--- src/rtl/mips_mem_pkg.sv ---
// ---------------------------------------------------------------------------
// mips_mem_pkg
//  Shared definitions for the data-memory store path: access size encodings,
//  the store FSM state type, byte-enable constants and a word-address helper.
//  Imported by store_lane_format and store_narrow_unit.
//  No ports (package).
// ---------------------------------------------------------------------------
package mips_mem_pkg;

  // Access size as carried on st_size
  typedef enum logic [1:0] {
    SZ_BYTE = 2'b00,
    SZ_HALF = 2'b01,
    SZ_WORD = 2'b10,
    SZ_ILL  = 2'b11
  } size_e;

  // Store FSM states
  typedef enum logic [1:0] {
    ST_IDLE  = 2'b00,
    ST_CHECK = 2'b01,
    ST_REQ   = 2'b10
  } state_e;

  // Byte-enable patterns, bit i = little-endian byte lane i
  localparam logic [3:0] BE_NONE    = 4'b0000;
  localparam logic [3:0] BE_BYTE0   = 4'b0001;
  localparam logic [3:0] BE_HALF_LO = 4'b0011;
  localparam logic [3:0] BE_HALF_HI = 4'b1100;
  localparam logic [3:0] BE_WORD    = 4'b1111;

  // Memory is word organised; lane selection is carried by the byte enables
  function automatic logic [31:0] word_addr(input logic [31:0] addr);
    return {addr[31:2], 2'b00};
  endfunction

endpackage

--- src/rtl/store_lane_format.sv ---
// ---------------------------------------------------------------------------
// store_lane_format
//  Purely combinational lane formatter for stores. Replicates the narrowed
//  register value across all lanes so the memory only has to honour the byte
//  enables, and derives the byte enables from size and low address bits.
//  Optional feature macro: MISALIGN_TRAP_EN
//    defined   : misaligned half/word and the illegal size raise o_err
//    undefined : o_err is always 0, low address bits below the access size
//                are ignored and the illegal size behaves as a word
//  Ports:
//    i_size    [1:0]  access size (mips_mem_pkg::size_e encoding)
//    i_addr_lo [1:0]  byte offset within the word
//    i_data    [31:0] register value, low bits used for byte/half
//    o_wdata   [31:0] lane-replicated write data
//    o_be      [3:0]  byte enables
//    o_err            request must be dropped (trap build only)
// ---------------------------------------------------------------------------
module store_lane_format
  import mips_mem_pkg::*;
(
  input  logic [1:0]  i_size,
  input  logic [1:0]  i_addr_lo,
  input  logic [31:0] i_data,
  output logic [31:0] o_wdata,
  output logic [3:0]  o_be,
  output logic        o_err
);

  // Word formatting is the default so the illegal size falls through to it
  // when trapping is disabled.
  always_comb begin
    o_wdata = i_data;
    o_be    = BE_WORD;
    o_err   = 1'b0;
    case (size_e'(i_size))
      SZ_BYTE: begin
        o_wdata = {4{i_data[7:0]}};
        o_be    = BE_BYTE0 << i_addr_lo;
      end
      SZ_HALF: begin
        o_wdata = {2{i_data[15:0]}};
        o_be    = i_addr_lo[1] ? BE_HALF_HI : BE_HALF_LO;
`ifdef MISALIGN_TRAP_EN
        o_err   = i_addr_lo[0];
`endif
      end
      default: begin
        o_wdata = i_data;
        o_be    = BE_WORD;
`ifdef MISALIGN_TRAP_EN
        o_err   = (size_e'(i_size) == SZ_ILL) || (i_addr_lo != 2'b00);
`endif
      end
    endcase
  end

endmodule

--- src/rtl/store_narrow_unit.sv ---
// ---------------------------------------------------------------------------
// store_narrow_unit
//  Store path between the EX/MEM stage and data memory. Accepts one store
//  request at a time, formats it onto the byte lanes, and runs a req/ack
//  write to memory with an optional timeout. The pipeline is held off via
//  o_st_ready until the write completes or is dropped.
//  Optional feature macro: MISALIGN_TRAP_EN (see store_lane_format)
//  Parameters:
//    TIMEOUT  REQ cycles to wait for ack before bus error, 0 = forever
//    CNT_W    timeout counter width
//  Ports:
//    i_clk, i_rst_n        clock, synchronous active-low reset
//    i_st_valid/o_st_ready store request handshake
//    i_st_size [1:0]       access size
//    i_st_addr [31:0]      byte address
//    i_st_data [31:0]      register value
//    o_mem_req             write request, held until ack
//    o_mem_addr [31:0]     word address
//    o_mem_wdata [31:0]    lane-replicated write data
//    o_mem_be [3:0]        byte enables
//    i_mem_ack             memory accepted the write
//    o_done                one-cycle pulse, write completed
//    o_misalign            one-cycle pulse, request dropped as misaligned
//    o_bus_err             one-cycle pulse, write abandoned on timeout
// ---------------------------------------------------------------------------
module store_narrow_unit
  import mips_mem_pkg::*;
#(
  parameter int TIMEOUT = 16,
  parameter int CNT_W   = 5
) (
  input  logic        i_clk,
  input  logic        i_rst_n,
  input  logic        i_st_valid,
  output logic        o_st_ready,
  input  logic [1:0]  i_st_size,
  input  logic [31:0] i_st_addr,
  input  logic [31:0] i_st_data,
  output logic        o_mem_req,
  output logic [31:0] o_mem_addr,
  output logic [31:0] o_mem_wdata,
  output logic [3:0]  o_mem_be,
  input  logic        i_mem_ack,
  output logic        o_done,
  output logic        o_misalign,
  output logic        o_bus_err
);

  // Count value seen on the last REQ cycle before giving up
  localparam logic [CNT_W-1:0] LP_CNT_LAST =
    (TIMEOUT > 0) ? CNT_W'(TIMEOUT - 1) : '0;

  state_e      r_state;
  state_e      w_next_state;

  logic [1:0]  r_size;
  logic [31:0] r_addr;
  logic [31:0] r_data;
  logic [CNT_W-1:0] r_cnt;

  logic        r_mem_req;
  logic [31:0] r_mem_addr;
  logic [31:0] r_mem_wdata;
  logic [3:0]  r_mem_be;
  logic        r_done;
  logic        r_misalign;
  logic        r_bus_err;

  logic [31:0] w_fmt_wdata;
  logic [3:0]  w_fmt_be;
  logic        w_fmt_err;

  logic        w_accept;
  logic        w_timeout;
  logic        w_issue;
  logic        w_finish;
  logic        w_done_nxt;
  logic        w_misalign_nxt;
  logic        w_bus_err_nxt;

  // Formatting works on the registered request during CHECK so the input
  // bus only has to be valid at the accept edge.
  store_lane_format u_fmt (
    .i_size    (r_size),
    .i_addr_lo (r_addr[1:0]),
    .i_data    (r_data),
    .o_wdata   (w_fmt_wdata),
    .o_be      (w_fmt_be),
    .o_err     (w_fmt_err)
  );

  assign w_accept  = i_st_valid & o_st_ready;
  // With TIMEOUT of 0 the counter still runs but is never compared
  assign w_timeout = (TIMEOUT != 0) && (r_cnt == LP_CNT_LAST);

  // State register
  always_ff @(posedge i_clk) begin
    if (!i_rst_n) begin
      r_state <= ST_IDLE;
    end else begin
      r_state <= w_next_state;
    end
  end

  // Next-state logic
  always_comb begin
    w_next_state = r_state;
    case (r_state)
      ST_IDLE: begin
        if (w_accept) w_next_state = ST_CHECK;
      end
      ST_CHECK: begin
        w_next_state = w_fmt_err ? ST_IDLE : ST_REQ;
      end
      ST_REQ: begin
        if (i_mem_ack || w_timeout) w_next_state = ST_IDLE;
      end
      default: begin
        w_next_state = ST_IDLE;
      end
    endcase
  end

  // Output / control decode. Ack takes priority over the timeout so an ack
  // on the final cycle still completes the write, and the three status
  // pulses come from disjoint state/condition terms so they never overlap.
  always_comb begin
    o_st_ready     = 1'b0;
    w_issue        = 1'b0;
    w_finish       = 1'b0;
    w_done_nxt     = 1'b0;
    w_misalign_nxt = 1'b0;
    w_bus_err_nxt  = 1'b0;
    case (r_state)
      ST_IDLE: begin
        o_st_ready = i_rst_n;
      end
      ST_CHECK: begin
        w_issue        = ~w_fmt_err;
        w_misalign_nxt = w_fmt_err;
      end
      ST_REQ: begin
        w_finish      = i_mem_ack | w_timeout;
        w_done_nxt    = i_mem_ack;
        w_bus_err_nxt = ~i_mem_ack & w_timeout;
      end
      default: begin
        o_st_ready = 1'b0;
      end
    endcase
  end

  // Request capture, memory interface registers and status pulses. Address
  // and data are left as they were when a write finishes; only the request
  // and the byte enables are dropped so nothing is written afterwards.
  always_ff @(posedge i_clk) begin
    if (!i_rst_n) begin
      r_size      <= 2'b00;
      r_addr      <= '0;
      r_data      <= '0;
      r_cnt       <= '0;
      r_mem_req   <= 1'b0;
      r_mem_addr  <= '0;
      r_mem_wdata <= '0;
      r_mem_be    <= BE_NONE;
      r_done      <= 1'b0;
      r_misalign  <= 1'b0;
      r_bus_err   <= 1'b0;
    end else begin
      r_done     <= w_done_nxt;
      r_misalign <= w_misalign_nxt;
      r_bus_err  <= w_bus_err_nxt;

      if (w_accept) begin
        r_size <= i_st_size;
        r_addr <= i_st_addr;
        r_data <= i_st_data;
      end

      if (w_issue) begin
        r_mem_req   <= 1'b1;
        r_mem_addr  <= word_addr(r_addr);
        r_mem_wdata <= w_fmt_wdata;
        r_mem_be    <= w_fmt_be;
        r_cnt       <= '0;
      end else if (w_finish) begin
        r_mem_req <= 1'b0;
        r_mem_be  <= BE_NONE;
      end else if (r_state == ST_REQ) begin
        r_cnt <= r_cnt + 1'b1;
      end
    end
  end

  assign o_mem_req   = r_mem_req;
  assign o_mem_addr  = r_mem_addr;
  assign o_mem_wdata = r_mem_wdata;
  assign o_mem_be    = r_mem_be;
  assign o_done      = r_done;
  assign o_misalign  = r_misalign;
  assign o_bus_err   = r_bus_err;

endmodule
--- config.mk ---
export PLATFORM = sky130hd
export DESIGN_NAME = store_narrow_unit
export DESIGN_NICKNAME = d
export VERILOG_FILES = /design/src/rtl/mips_mem_pkg.sv /design/src/rtl/store_lane_format.sv /design/src/rtl/store_narrow_unit.sv
export SDC_FILE = /design/constraint.sdc
export NUM_CORES = 1
export LEC_CHECK = 0
export CAP_MARGIN = 30
export CORE_MARGIN = 5
export CORE_UTILIZATION = 49
export CTS_BUF_LIST = sky130_fd_sc_hd__clkbuf_16
export CTS_CLUSTER_DIAMETER = 60
export DETAILED_ROUTE_END_ITERATION = 8
export DONT_BUFFER_PORTS = 1
export HOLD_SLACK_MARGIN = 0.12
export PLACE_DENSITY = 0.61
export SETUP_SLACK_MARGIN = 0.1
export SYNTH_ARGS = -nofsm -noshare
export SYNTH_HDL_FRONTEND = slang
export SYNTH_SLANG_ARGS = --single-unit
--- constraint.sdc ---
create_clock -name i_clk -period 2.2 [get_ports i_clk]
set_input_delay 0.22 -clock i_clk [delete_from_list [all_inputs] [get_ports i_clk]]
set_output_delay 0.22 -clock i_clk [all_outputs]
set_load 0.03 [all_outputs]
==> impl_results.md, run 1 <==
- CTS H-tree depth: 4
- Post-synthesis adder-cell area fraction: 0.466%
- DRT Pass-1 Iters: 4
- Syn-to-layout area delta: 29.2%
- Synth Instances: 640
- Synthesized area: 5370 um2
- Ant. Diodes: 0
- Leak Pwr: 2.66 nW
- Clk sinks: 142
- Avg WL per Cell: 16.2 um
- Starting density of the core: 49.8%
- Max stage delay on crit path: 0.59 ns
- CTS root buffer: clkbuf_16
- GR Util All Layers: 21.4%
- Most frequent cells in the layout: nand2_1, dfxtp_1, dlygate4sd3_1
- Worst-skew pair later-pin latency: 0.41 ns
- Total number of vias: 4,496
- Setup crit start kind: register
- PD cells: 925 nW/um2
- Crit end category: register
- Most common cell after layout, fill and taps aside: nand2_1
- RD Place Congestion: 0.818
- CP Cell Sequence: nor4bb_4, clkbuf_16, nand2_1, o21ai_1, dlygate4sd3_1
- Die W: 115 um
- Synth cell types: 37
- Layout fillers: 898
- Port bufs: 0
- Clock Tree Buf Depth: 2
- Final nets: 783
- Yosys reg bits: 142
- First-pass GRT wire length: 22,200 um
- Layout cells sized above 1: 6.09%
- # setup viols final: 0
- Fin. max-slew vios: 0
- Global route overflow: 0
- Synth warn: 0
- DP Wirelength: 8050 um
- Slew headroom: 51.1%
- CP max FO: 67
- Total CTS buffers: 17
- XOR/XNOR Fraction of Synth Area: 0.163%
- Worst min-delay path class: primary input to register
- Initial DRC Count: 327
- Worst EP required: 2.55 ns
- Fmax: 0.493 GHz
- Final clock skew: 0.00880 ns
- Worst-path clk slew: 0.06 ns
- Final Power: 0.00642 W
- Max Cap Viol: 0
- Fin. Hold Viols: 0
- Simple-Gate Fraction of Synth Area: 19.3%
- Clock period minus worst slack: 2.03 ns
- Setup_tns: 0 ns
- Vias in the first global route: 4,396
- Initial antenna violation count: 0
- Number of synthesized flops with an enable pin: 0
- Crit path DAT: 2.38 ns
- Final Routed Wirelength: 14,000 um
- Seq/Total Area, Yosys: 52.9%
- Final Cycle Share: 92.3%
- Die Height: 115 um
- Synth Area in Compound Gates: 19.1%
- Worst path slowest cell: dlygate4sd3_1
- Post-synthesis mux area share: 1.86%
- Outcome: completed
- Worst VDD drop: 0.000471 V
- DRC violations left: 0
- Die ar.: 13,200 um2
- RSZ-0062 raised after global routing: true
- Io pins: 143
- FFs w/ async S/R, synth: 0%
- Final ANT Viol Nets: 0
- Worst slew pin tran: 0.731 ns
- FP Rows: 38
- Core Area: 10,800 um2
- TritonCTS clock tree: built
- Syn_area_per_cell: 8.39 um2
- Ys flop type: dfxtp_1
- DR vias/cell: 5.21
- CP Class: register to register
- Combinational family with the most area after synthesis: simple AND/OR/NAND/NOR gates
- Largest net degree at the start of global routing: 134
-- cells in the mapped netlist (all sizes together), types with 2 or more instances --
| cell | instances | share of area (%) |
|---|---|---|
| ha | 2 | 0.47 |
| buf | 29 | 3.7 |
| or2 | 2 | 0.23 |
| a31oi | 16 | 1.9 |
| a21oi | 5 | 0.47 |
| nor2 | 5 | 0.35 |
| mux2i | 10 | 1.9 |
| o211a | 8 | 1.5 |
| clkbuf | 24 | 1.8 |
| and3 | 3 | 0.35 |
| a21boi | 38 | 5.3 |
| dfxtp | 142 | 53 |
| nand2 | 235 | 16 |
| nand3 | 2 | 0.19 |
| nor2b | 3 | 0.35 |
| o21ai | 82 | 7.6 |
| a22oi | 8 | 1.1 |
| o22ai | 4 | 0.47 |
| nand2b | 3 | 0.35 |
| inv | 7 | 0.49 |
-- timing repair --
| item | in CTS | in global routing |
|---|---|---|
| setup buffers | 0 | 1 |
| hold buffers | 94 | 0 |
| resized for setup | 0 | 1 |
| endpoints found under the setup margin | 0 | 26 |
| endpoints found under the hold margin | 141 | 0 |
-- routing by layer --
metal	up-vias	track usage (%)	part of all wire, %
li1	2260	-	-
met1	2089	28.1	44
met2	134	33.7	48
met3	13	7.08	7.0
met4	0	6.81	1.1
met5	-	0	0
-- final timing paths --
| check | startpoint | end | slack (ns) | cells after the start |
|---|---|---|---|---|
| setup / recovery | r_state[0]$_SDFFE_PN0P_ | r_addr[29]$_SDFFE_PN0P_ | 0.17 | 5 |
| hold / removal | i_rst_n | r_state[1]$_SDFFE_PN0P_ | 0.21 | 2 |
| setup reg to reg | r_state[0]$_SDFFE_PN0P_ | r_addr[29]$_SDFFE_PN0P_ | 0.17 | 5 |
| hold reg to reg | r_addr[30]$_SDFFE_PN0P_ | r_addr[30]$_SDFFE_PN0P_ | 0.45 | 2 |
-- where the power goes --
part	leakage (nW)	internal, W	switching [W]
logic	1.21	0.000269	0.000289
clock network	0.288	0.00187	0.00105
registers	1.16	0.00273	0.000223
-- stage by stage --
stage	utilization [%]	hold WS [ns]	cell area [um2]	worst slack, ns	instances
3_3_place_gp	49.6	0.333	5360	0.393	736
6_report	64.3	0.215	6940	0.170	863
5_1_grt	64.3	0.252	6940	0.0283	863
3_5_place_dp	49.6	0.337	5360	0.348	736
2_1_floorplan	-	0.329	5380	0.490	642
4_1_cts	64.1	0.231	6920	0.123	861
-- state kept, by name, summed over array words and instances (netlist names) --
| register | count |
|---|---|
| r_addr | 32 |
| r_state | 2 |
| o_mem_req | 1 |
| o_mem_addr | 30 |
| o_bus_err | 1 |
| r_size | 2 |
| r_data | 32 |
| o_mem_be | 4 |
| o_mem_wdata | 32 |
| r_cnt | 5 |
| o_done | 1 |
-- layout make-up --
class	instances	area, um2	share of cell area [%]
clock inverter	14	176	2.54
tap	140	175	2.52
sequential	142	2840	41.0
multi-input combinational	440	2240	32.2
timing repair buffer	103	1060	15.3
clock buffer	17	425	6.13
inverter	7	26.3	0.379
-- critical path: cells and delay by family, from the launching register on --
kind | cells | cell delay, ns
flip-flops | 1 | 0.41
AO/OA/AOI/OAI | 1 | 0.11
AND/OR/NAND/NOR | 2 | 0.48
buffers and inverters | 2 | 0.93
-- kinds of logic after synthesis --
family	count (synthesis)
AOI/OAI and AO/OA	166
xor gates and xnor gates	1
adders and majority gates	2
buffers and inverters	60
DFF	142
muxes	10
other	1
and+or+nand+nor	258
(Power assumes the default switching activity.)
==> run 2: changes to the inputs <==
--- a/config.mk
+++ b/config.mk
@@ -18,3 +18,4 @@
 export SYNTH_ARGS = -nofsm -noshare
 export SYNTH_HDL_FRONTEND = slang
 export SYNTH_SLANG_ARGS = --single-unit
+export TNS_END_PERCENT = 100
==> results of run 2 <==
Final layout, timing and power as in run 1 (identical DEF).
==> run 3: changes to the inputs <==
--- a/config.mk
+++ b/config.mk
@@ -14,6 +14,7 @@
 export DONT_BUFFER_PORTS = 1
 export HOLD_SLACK_MARGIN = 0.12
 export PLACE_DENSITY = 0.61
+export REMOVE_ABC_BUFFERS = 1
 export SETUP_SLACK_MARGIN = 0.1
 export SYNTH_ARGS = -nofsm -noshare
 export SYNTH_HDL_FRONTEND = slang
==> run 3 against run 2 <==
Effect of this change: sequential power hardly changed; register-to-register slack about the same; cell area rose by 4.9%; largest power group unchanged; setup slack better by 0.010 ns; count of clock-buffer cells in the layout unchanged; non-clock buffer count up 38; cell count grew 4.4%; clock power fell by 9.6%; routed wire length grew 3.9%; sequential cell count is the same; critical endpoint is now r_addr[7]$_SDFFE_PN0P_; critical path depth up 1; critical path type unchanged; clock skew is 0.00059 ns higher.
==> impl_results.md, run 3 (same netlist as run 1, synthesis figures left out) <==
- Clk sinks: 142
- RD Place Congestion: 0.750
- Crit path DAT: 2.36 ns
- Clock Tree Buf Depth: 2
- CP max FO: 56
- Reg2reg path depth: 6
- Final core utilization: 67.5%
- Layout cells sized above 1: 5.39%
- Clock Power Share: 42.4%
- GR Util All Layers: 21.8%
- Placed Cells: 736
- Crit end category: register
- PD cells: 855 nW/um2
- Fin. max-slew vios: 0
- Starting density of the core: 49.8%
- # setup viols final: 0
- R2R Path End: r_addr[7]$_SDFFE_PN0P_
- Crit path from: r_state[0]$_SDFFE_PN0P_
- Initial antenna violation count: 0
- Worst EP required: 2.54 ns
- Final Routed Wirelength: 14,600 um
- Final clock skew: 0.00938 ns
- Vias in the first global route: 4,806
- Most frequent cells in the layout: nand2_1, dfxtp_1, dlygate4sd3_1
- Final Cycle Share: 91.8%
- Worst-skew pair later-pin latency: 0.41 ns
- Max Cap Viol: 0
- Largest net degree at the start of global routing: 78
- Io pins: 143
- Sequential power share: 47.4%
- Avg WL per Cell: 16.2 um
- Worst slew pin tran: 0.785 ns
- DP Wirelength: 7540 um
- Die Height: 115 um
- Post-Layout Cell Count: 901
- Clock period minus worst slack: 2.02 ns
- Register-to-register setup slack: 0.18 ns
- Worst VDD drop: 0.000412 V
- Final ANT Viol Nets: 0
- Setup crit start kind: register
- NetSw: 0.00154 W
- RSZ-0062 raised after global routing: true
- Global route overflow: 0
- Hold slack: 0.233 ns
- CTS H-tree depth: 4
- DRC violations left: 0
- Int Power: 0.00469 W
- Reg2reg start: r_state[0]$_SDFFE_PN0P_
- Most common cell after layout, fill and taps aside: nand2_1
- Setup_tns: 0 ns
- Worst min-delay path class: primary input to register
- Die ar.: 13,200 um2
- DRT Pass-1 Iters: 5
- Total CTS buffers: 17
- FP Rows: 38
- Syn-to-layout area delta: 35.6%
- Ant. Diodes: 0
- Critical Path End: r_addr[7]$_SDFFE_PN0P_
- CP Class: register to register
- Final nets: 821
- Combinational power share: 10.2%
- Fmax: 0.495 GHz
- Outcome: completed
- Switching share of power: 24.7%
- Worst-path clk slew: 0.05 ns
- Initial DRC Count: 328
- Die W: 115 um
- Fin. Hold Viols: 0
- Port bufs: 0
- First-pass GRT wire length: 23,000 um
- Leak Pwr: 2.89 nW
- TritonCTS clock tree: built
- CTS root buffer: clkbuf_16
- DR vias/cell: 5.31
- Slew headroom: 47.5%
- Total number of vias: 4,781
- Core Area: 10,800 um2
-- run 3: cell count changes in the layout (fill, tap and decap cells not counted), moves of 2 or more --
cell	delta
inv_1	+4
clkinv_2	+2
dlygate4sd3_1	+38
buf_12	+2
bufinv_16	-2
buf_4	-2
clkinvlp_4	-2
-- run 3: timing repair --
item | CTS | global route
setup endpoints to repair | 0 | 37
hold buffers | 132 | 0
hold endpoints to repair | 141 | 0
buffers inserted | 0 | 1
gates resized for setup | 0 | 1
-- run 3: cell type report --
| type | count | area, um2 |
|---|---|---|
| Multi-Input combinational cell | 440 | 2240 |
| Timing Repair Buffer | 141 | 1470 |
| Tap cell | 140 | 175 |
| Sequential cell | 142 | 2840 |
| Inverter | 7 | 26.3 |
| Clock buffer | 17 | 425 |
| Clock inverter | 14 | 114 |
| Fill cell | 861 | 3510 |
-- run 3: metrics by stage --
| step | cell area [um2] | setup WS (ns) | total power [W] |
|---|---|---|---|
| finish | 7280 | 0.180 | 0.00623 |
| global route | 7280 | 0.0913 | 0.00648 |
| CTS | 7260 | 0.162 | 0.00627 |
| detailed placement | 5380 | 0.310 | 0.00337 |
| global placement | 5380 | 0.407 | 0.00335 |
| floorplan | 5080 | -7.90 | 0.00325 |
-- run 3: routing by layer --
metal	track usage (%)	routed length, um	up-vias
met5	0	0	-
met4	8.92	310	0
met3	6.66	1160	27
li1	-	-	2335
met1	25.3	6100	2258
met2	37.4	6990	161
-- run 3: how the worst min path moves through the flow --
stage               slack, ns                      endpoint     startpoint  cells after the start
finish                   0.23  o_mem_wdata[15]$_SDFFE_PN0P_        i_rst_n                      3
global route             0.21  o_mem_wdata[19]$_SDFFE_PN0P_        i_rst_n                      2
CTS                      0.19  o_mem_wdata[19]$_SDFFE_PN0P_        i_rst_n                      2
detailed placement       0.34       r_data[12]$_SDFFE_PN0P_  i_st_data[12]                      2
global placement         0.33       r_data[12]$_SDFFE_PN0P_  i_st_data[12]                      2
floorplan                0.33       r_addr[11]$_SDFFE_PN0P_  i_st_addr[11]                      2
-- run 3: worst max-delay path, cell delays in order (launching register included) --
cell	delay (ns)
dfxtp_1	0.42
nor4bb_4	0.31
buf_4	0.20
buf_12	0.25
nand2_1	0.09
o21ai_1	0.10
dlygate4sd3_1	0.58
-- run 3: power groups by stage --
stage / Clock (W) / Sequential (W) / Combinational [W]
floorplan: 0 / 0.00297 / 0.000284
global placement: 0 / 0.00300 / 0.000357
detailed placement: 0 / 0.00300 / 0.000369
CTS: 0.00271 / 0.00295 / 0.000617
global route: 0.00281 / 0.00297 / 0.000702
finish: 0.00264 / 0.00295 / 0.000635
